[config.mk]
export PLATFORM = sky130hd
export DESIGN_NAME = scan_color_sequencer
export DESIGN_NICKNAME = d
export VERILOG_FILES = /design/src/rtl/video_pkg.sv /design/src/rtl/pixel_color_mix.sv /design/src/rtl/scan_color_sequencer.sv
export SDC_FILE = /design/constraint.sdc
export NUM_CORES = 1
export LEC_CHECK = 0
export CORE_MARGIN = 3
export CORE_UTILIZATION = 48
export DETAILED_ROUTE_END_ITERATION = 8
export GPL_ROUTABILITY_DRIVEN = 1
export GPL_TIMING_DRIVEN = 0
export PLACE_DENSITY = 0.92
export SETUP_SLACK_MARGIN = 0.5
export SLEW_MARGIN = 20
export SYNTH_ARGS = -nofsm -noshare
export SYNTH_HDL_FRONTEND = slang
export SYNTH_SLANG_ARGS = --single-unit
[constraint.sdc]
create_clock -name clk -period 2.6 [get_ports clk]
set_input_delay 0.39 -clock clk [delete_from_list [all_inputs] [get_ports clk]]
set_output_delay 0.39 -clock clk [all_outputs]
set_load 0.05 [all_outputs]
[src/rtl/video_pkg.sv]
// Shared definitions for the scan-out colour path: default VGA timing,
// pixel record layout and RGB332 field helpers.
package video_pkg;

    // Default 640x480 timing (pixels / lines)
    localparam int H_ACTIVE_DEF = 640;
    localparam int H_FP_DEF     = 16;
    localparam int H_SYNC_DEF   = 96;
    localparam int H_BP_DEF     = 48;
    localparam int V_ACTIVE_DEF = 480;
    localparam int V_FP_DEF     = 10;
    localparam int V_SYNC_DEF   = 2;
    localparam int V_BP_DEF     = 33;
    localparam int PIX_DIV_DEF  = 4;

    // Record and colour field widths
    localparam int COORD_W = 10;
    localparam int COLOR_W = 8;
    localparam int R_W     = 3;
    localparam int G_W     = 3;
    localparam int B_W     = 2;

    typedef logic [COLOR_W-1:0] rgb332_t;
    typedef logic [R_W-1:0]     red_t;
    typedef logic [G_W-1:0]     green_t;
    typedef logic [B_W-1:0]     blue_t;

    localparam rgb332_t UNDERFLOW_COLOR_DEF = 8'hE3;

    // One pixel record as delivered by the shading core
    typedef struct packed {
        logic    shadow;
        logic    link;
        logic    trans;
        rgb332_t link_color;
        rgb332_t tile_color;
    } pix_rec_t;

    // RGB332 layout is {r[7:5], g[4:2], b[1:0]}
    function automatic red_t get_r(input rgb332_t c);
        return c[7:5];
    endfunction

    function automatic green_t get_g(input rgb332_t c);
        return c[4:2];
    endfunction

    function automatic blue_t get_b(input rgb332_t c);
        return c[1:0];
    endfunction

endpackage

[src/rtl/pixel_color_mix.sv]
// Combinational colour resolve: pixel record flags and colours plus blank
// produce the RGB332 channels for one pixel.
module pixel_color_mix
    import video_pkg::*;
(
    input  logic     blank,
    input  pix_rec_t rec,
    output red_t     r,
    output green_t   g,
    output blue_t    b
);

    logic covered;

    // A shadow or link object only takes effect when it is not transparent
    assign covered = (rec.shadow || rec.link) && !rec.trans;

    // Priority resolve: blank, then shadow (half-bright tile), link, tile
    always_comb begin
        // NOTE: every output gets a default first so no path leaves it unassigned (no latch).
        r = '0;
        g = '0;
        b = '0;
        if (blank) begin
            r = '0;
            g = '0;
            b = '0;
        end else if (covered && rec.shadow) begin
            r = get_r(rec.tile_color) >> 1;
            g = get_g(rec.tile_color) >> 1;
            b = get_b(rec.tile_color) >> 1;
        end else if (covered && rec.link) begin
            r = get_r(rec.link_color);
            g = get_g(rec.link_color);
            b = get_b(rec.link_color);
        end else begin
            r = get_r(rec.tile_color);
            g = get_g(rec.tile_color);
            b = get_b(rec.tile_color);
        end
    end

endmodule

[src/rtl/scan_color_sequencer.sv]
// Scan-out controller: VGA timing generation, one-record-per-active-pixel
// handshake with the shading core, colour resolve and registered,
// mutually aligned RGB/sync/blank outputs with a sticky underflow flag.
module scan_color_sequencer
    import video_pkg::*;
#(
    parameter int      H_ACTIVE        = H_ACTIVE_DEF,
    parameter int      H_FP            = H_FP_DEF,
    parameter int      H_SYNC          = H_SYNC_DEF,
    parameter int      H_BP            = H_BP_DEF,
    parameter int      V_ACTIVE        = V_ACTIVE_DEF,
    parameter int      V_FP            = V_FP_DEF,
    parameter int      V_SYNC          = V_SYNC_DEF,
    parameter int      V_BP            = V_BP_DEF,
    parameter int      PIX_DIV         = PIX_DIV_DEF,
    parameter rgb332_t UNDERFLOW_COLOR = UNDERFLOW_COLOR_DEF
) (
    input  logic               clk,
    input  logic               rst,
    input  logic               enable,
    input  logic               clr_err,
    input  logic               pix_valid,
    output logic               pix_ready,
    input  logic               b_shadow,
    input  logic               b_link,
    input  logic               b_trans,
    input  logic [COLOR_W-1:0] link_color,
    input  logic [COLOR_W-1:0] tile_color,
    output logic [COORD_W-1:0] pix_x,
    output logic [COORD_W-1:0] pix_y,
    output logic               frame_start,
    output logic [R_W-1:0]     r,
    output logic [G_W-1:0]     g,
    output logic [B_W-1:0]     b,
    output logic               hsync,
    output logic               vsync,
    output logic               blank,
    output logic               underflow
);

    localparam int H_TOTAL = H_ACTIVE + H_FP + H_SYNC + H_BP;
    localparam int V_TOTAL = V_ACTIVE + V_FP + V_SYNC + V_BP;
    localparam int DIV_W   = (PIX_DIV > 1) ? $clog2(PIX_DIV) : 1;

    // Timing boundaries sized to the counters they are compared against
    localparam logic [COORD_W-1:0] H_ACT_END = COORD_W'(H_ACTIVE);
    localparam logic [COORD_W-1:0] HS_START  = COORD_W'(H_ACTIVE + H_FP);
    localparam logic [COORD_W-1:0] HS_END    = COORD_W'(H_ACTIVE + H_FP + H_SYNC);
    localparam logic [COORD_W-1:0] H_LAST    = COORD_W'(H_TOTAL - 1);
    localparam logic [COORD_W-1:0] V_ACT_END = COORD_W'(V_ACTIVE);
    localparam logic [COORD_W-1:0] VS_START  = COORD_W'(V_ACTIVE + V_FP);
    localparam logic [COORD_W-1:0] VS_END    = COORD_W'(V_ACTIVE + V_FP + V_SYNC);
    localparam logic [COORD_W-1:0] V_LAST    = COORD_W'(V_TOTAL - 1);
    localparam logic [DIV_W-1:0]   DIV_LAST  = DIV_W'(PIX_DIV - 1);

    logic [DIV_W-1:0]   div;
    logic [COORD_W-1:0] x;
    logic [COORD_W-1:0] y;

    logic     tick;
    logic     x_last;
    logic     y_last;
    logic     active;
    logic     hsync_c;
    logic     vsync_c;
    logic     starve;
    pix_rec_t rec;
    red_t     mix_r;
    green_t   mix_g;
    blue_t    mix_b;

    // Pixel tick and position decode, all from the pre-tick counters
    assign tick    = enable && (div == DIV_LAST);
    assign x_last  = (x == H_LAST);
    assign y_last  = (y == V_LAST);
    assign active  = (x < H_ACT_END) && (y < V_ACT_END);
    assign hsync_c = !((x >= HS_START) && (x < HS_END));
    assign vsync_c = !((y >= VS_START) && (y < VS_END));

    // A record is taken only on an active tick with upstream valid
    assign pix_ready   = tick && active && pix_valid;
    assign starve      = tick && active && !pix_valid;
    assign frame_start = tick && (x == '0) && (y == '0);

    assign pix_x = x;
    assign pix_y = y;

    assign rec = '{
        shadow:     b_shadow,
        link:       b_link,
        trans:      b_trans,
        link_color: link_color,
        tile_color: tile_color
    };

    pixel_color_mix u_mix (
        .blank (!active),
        .rec   (rec),
        .r     (mix_r),
        .g     (mix_g),
        .b     (mix_b)
    );

    // Clock divider and raster counters; disabled scan parks at the origin
    always_ff @(posedge clk or posedge rst) begin
        // NOTE: state registers use non-blocking assignments so every flop samples pre-edge values.
        if (rst) begin
            div <= '0;
            x   <= '0;
            y   <= '0;
        end else if (!enable) begin
            div <= '0;
            x   <= '0;
            y   <= '0;
        end else begin
            div <= tick ? '0 : div + DIV_W'(1);
            if (tick) begin
                if (x_last) begin
                    x <= '0;
                    y <= y_last ? '0 : y + COORD_W'(1);
                end else begin
                    x <= x + COORD_W'(1);
                end
            end
        end
    end

    // Output registers: colour, syncs and blank all load on the same tick
    always_ff @(posedge clk or posedge rst) begin
        if (rst) begin
            r     <= '0;
            g     <= '0;
            b     <= '0;
            hsync <= 1'b1;
            vsync <= 1'b1;
            blank <= 1'b1;
        end else if (!enable) begin
            r     <= '0;
            g     <= '0;
            b     <= '0;
            hsync <= 1'b1;
            vsync <= 1'b1;
            blank <= 1'b1;
        end else if (tick) begin
            hsync <= hsync_c;
            vsync <= vsync_c;
            blank <= !active;
            if (starve) begin
                r <= get_r(UNDERFLOW_COLOR);
                g <= get_g(UNDERFLOW_COLOR);
                b <= get_b(UNDERFLOW_COLOR);
            end else begin
                r <= mix_r;
                g <= mix_g;
                b <= mix_b;
            end
        end
    end

    // Sticky underflow flag; a starve event outranks a same-cycle clear
    always_ff @(posedge clk or posedge rst) begin
        if (rst) begin
            underflow <= 1'b0;
        end else if (starve) begin
            underflow <= 1'b1;
        end else if (clr_err) begin
            underflow <= 1'b0;
        end
    end

endmodule
==> results.tsv <==
metric	value	unit
outcome	finished, final reports clean	
die_w	70.80	um
power_density	407.4	nW/um^2
setup_violations	0	
drc	0	
r2r_cells	7	
crit_path_end_kind	output port	
fill_cells	280	
syn_area_per_cell	9.204	sq um
drtIter0Drc	209	
fin_skew	5.050	ps
ys_warn_count	0	
yosys.area.top_type	dfrtp_1	
portBuffers	54	
avgRoutedWirePerCell	15.79	um
cts_sinks	34	
layout-drive-gt1-share	0.1843	
r2r_slack	500	ps
timing.slew.headroom	0.5553	
worstPathMaxFanout	3	
die_h	70.80	um
synth_top_flop_cell	dfrtp_1	
cp.arrival	1920	ps
synthesis.instances	219	
slew_violations	0	
placement_rows	22	
diodes	0	
finalWirelength	5.385	mm
grt_max_degree	35	
netlist_area	2016	sq um
synth_enable_flop_cells	0	
synth-seq-area-share	0.4240	
p_leak	1.163	nW
antenna_found_initial	0	
crit_required	2210	ps
max_cap_viol_count	0	
dieArea	5013	sq um
ioPinCount	58	
whs_endpoint	pix_y[1]$_DFFE_PP0P_	
reg2reg_from	pix_y[0]$_DFFE_PP0P_	
synth.distinct_cells	49	
synth_area_leaders	dfrtp_1 (38%), nand2_1 (4.1%), dfstp_2 (3.9%)	
cts_buffer_depth	2	
place_congestion	0.8963	
period_needed	2309	ps
vias	1969	
holdPathStages	3	
ys_ff_latch	34	
ctsHtreeMaxLevel	2	
min_period_over_period	0.8882	
grt_pass1_vias	1863	
core	3854	sq um
final-hold-violation-count	0	
rsz0062_at_grt	true	
fin_nets	321	
final_cell_mix	clkdlybuf4s50_1 (52), dfrtp_1 (25), nand2_1 (21)	
synth_fp_nets	248	
root_buffer	clkbuf_8	
grt_usage	0.2131	
worst_slew_pin_slew	666.0	ps
grt_overflow	0	
first_pass_iters	4	
r2r-end	pix_y[3]$_DFFE_PP0P_	
final_antenna_net_count	0	
numCtsBuffers	5	
dp_hpwl	3.761	mm
syn_to_final_growth	43.45	%
critPathLaunchType	register	
synth_top_area_frac	0.3849	
synthArstFlopShare	1.000	
grt_pass1_wl	8.500	mm
ir_drop	0.2175	mV
final_util	0.7503	
cts_tree	yes	
max_freq	433.0	MHz
insertion_delay	290	ps
holdCritStartpoint	enable	
final_common_cell	clkdlybuf4s50_1	
min_path_type	in -> reg	
fin_tns_setup	0	ps
critPathKind	reg -> out	
viasPerCell	5.774	
initial_core_util	0.5231	
clk_pin_slew	70	ps
[sequential cells by signal (all words and copies together) (netlist names)]
name / count
vsync: 1
underflow: 1
g: 3
b: 2
r: 3
blank: 1
pix_x: 10
hsync: 1
pix_y: 10
div: 2
[layout make-up]
cell class | instances | area [sq um] | share of cell area
Inverter | 11 | 41.29 | 0.01428
Timing Repair Buffer | 66 | 644.4 | 0.2228
Clock buffer | 7 | 86.33 | 0.02986
Sequential cell | 34 | 862.1 | 0.2981
Multi-Input combinational cell | 161 | 1124 | 0.3886
Clock inverter | 1 | 5.005 | 0.001731
Tap cell | 48 | 60.06 | 0.02077
Buffer | 13 | 68.82 | 0.02380
[cells in the mapped netlist, types with 2 or more instances]
master     count
dfstp_2        3
buf_2          5
dfrtp_1       31
nor2_1        14
o2111ai_1      2
mux2i_1        2
nor2b_1       11
and2_1         2
and3_1         4
o41ai_1        2
a22o_1         8
o21ai_0        6
nand4_1        5
nand2b_1       2
nor3_1         2
nand2_1       22
nor4_1         4
a22oi_1        2
nand3_1       11
or4_1          3
clkbuf_1       7
or3_1          5
a21oi_1       11
inv_1         11
o211ai_1       8
o31ai_1        5
ha_1           5
xnor2_1        3
xor2_1         3
[per-stage QoR]
| step | setup WS (ps) | hold WS, ps | area (sq um) | cells | power, mW |
|---|---|---|---|---|---|
| 6_report | 290.6 | 484.8 | 2892 | 341 | 1.178 |
| 5_1_grt | 197.7 | 484.4 | 2892 | 341 | 1.240 |
| 4_1_cts | 310.9 | 459.0 | 2814 | 336 | 1.177 |
| 3_5_place_dp | -211.3 | 439.3 | 2634 | 321 | 0.7598 |
| 3_3_place_gp | -200.9 | 420.0 | 2634 | 321 | 0.7546 |
| 2_1_floorplan | 495.1 | 409.9 | 2033 | 219 | 0.6810 |
[worst max path at each step]
stage / end / start
finish: frame_start / div[0]$_DFF_PP0_
detailed placement: pix_ready / div[0]$_DFF_PP0_
CTS: frame_start / div[0]$_DFF_PP0_
floorplan: frame_start / pix_y[1]$_DFFE_PP0P_
global placement: pix_ready / div[0]$_DFF_PP0_
global route: frame_start / div[0]$_DFF_PP0_
[layer usage]
metal,part of all wire,GRT usage,up-vias
met5,0,0,-
li1,-,-,951
met2,0.51,0.3728,89
met4,0.0082,0.07516,0
met1,0.39,0.2331,923
met3,0.084,0.08523,6
[logic make-up after synthesis]
logic type	Yosys count	share of synthesized area
flip-flops	34	0.4240
adder cells (fa/ha/maj)	5	0.03104
AO/OA/AOI/OAI	56	0.2104
AND/OR/NAND/NOR	92	0.2489
XOR/XNOR	6	0.02608
buffers and inverters	24	0.04966
multiplexers	2	0.009932
[critical path, cell delays in order, from the launching register on]
cell,delay (ps)
dfrtp_1,360
ha_2,170
buf_6,100
nand2_4,40
or3_4,350
nor4_4,230
and3_4,230
buf_8,140
[what timing repair did]
action,in CTS,in global routing
resized for setup,23,12
setup buffers,7,5
hold endpoints to repair,0,0
hold buffers,0,0
pin swaps,2,4
setup endpoints to repair,2,11
[power by group]
part           switching, mW  internal [mW]  total [mW]  leakage [nW]
Clock                  0.185          0.213       0.399        0.0482
Combinational          0.126          0.100       0.226         0.664
Sequential           0.00919          0.544       0.553         0.451
No activity file was read; power rests on OpenSTA's default activity.
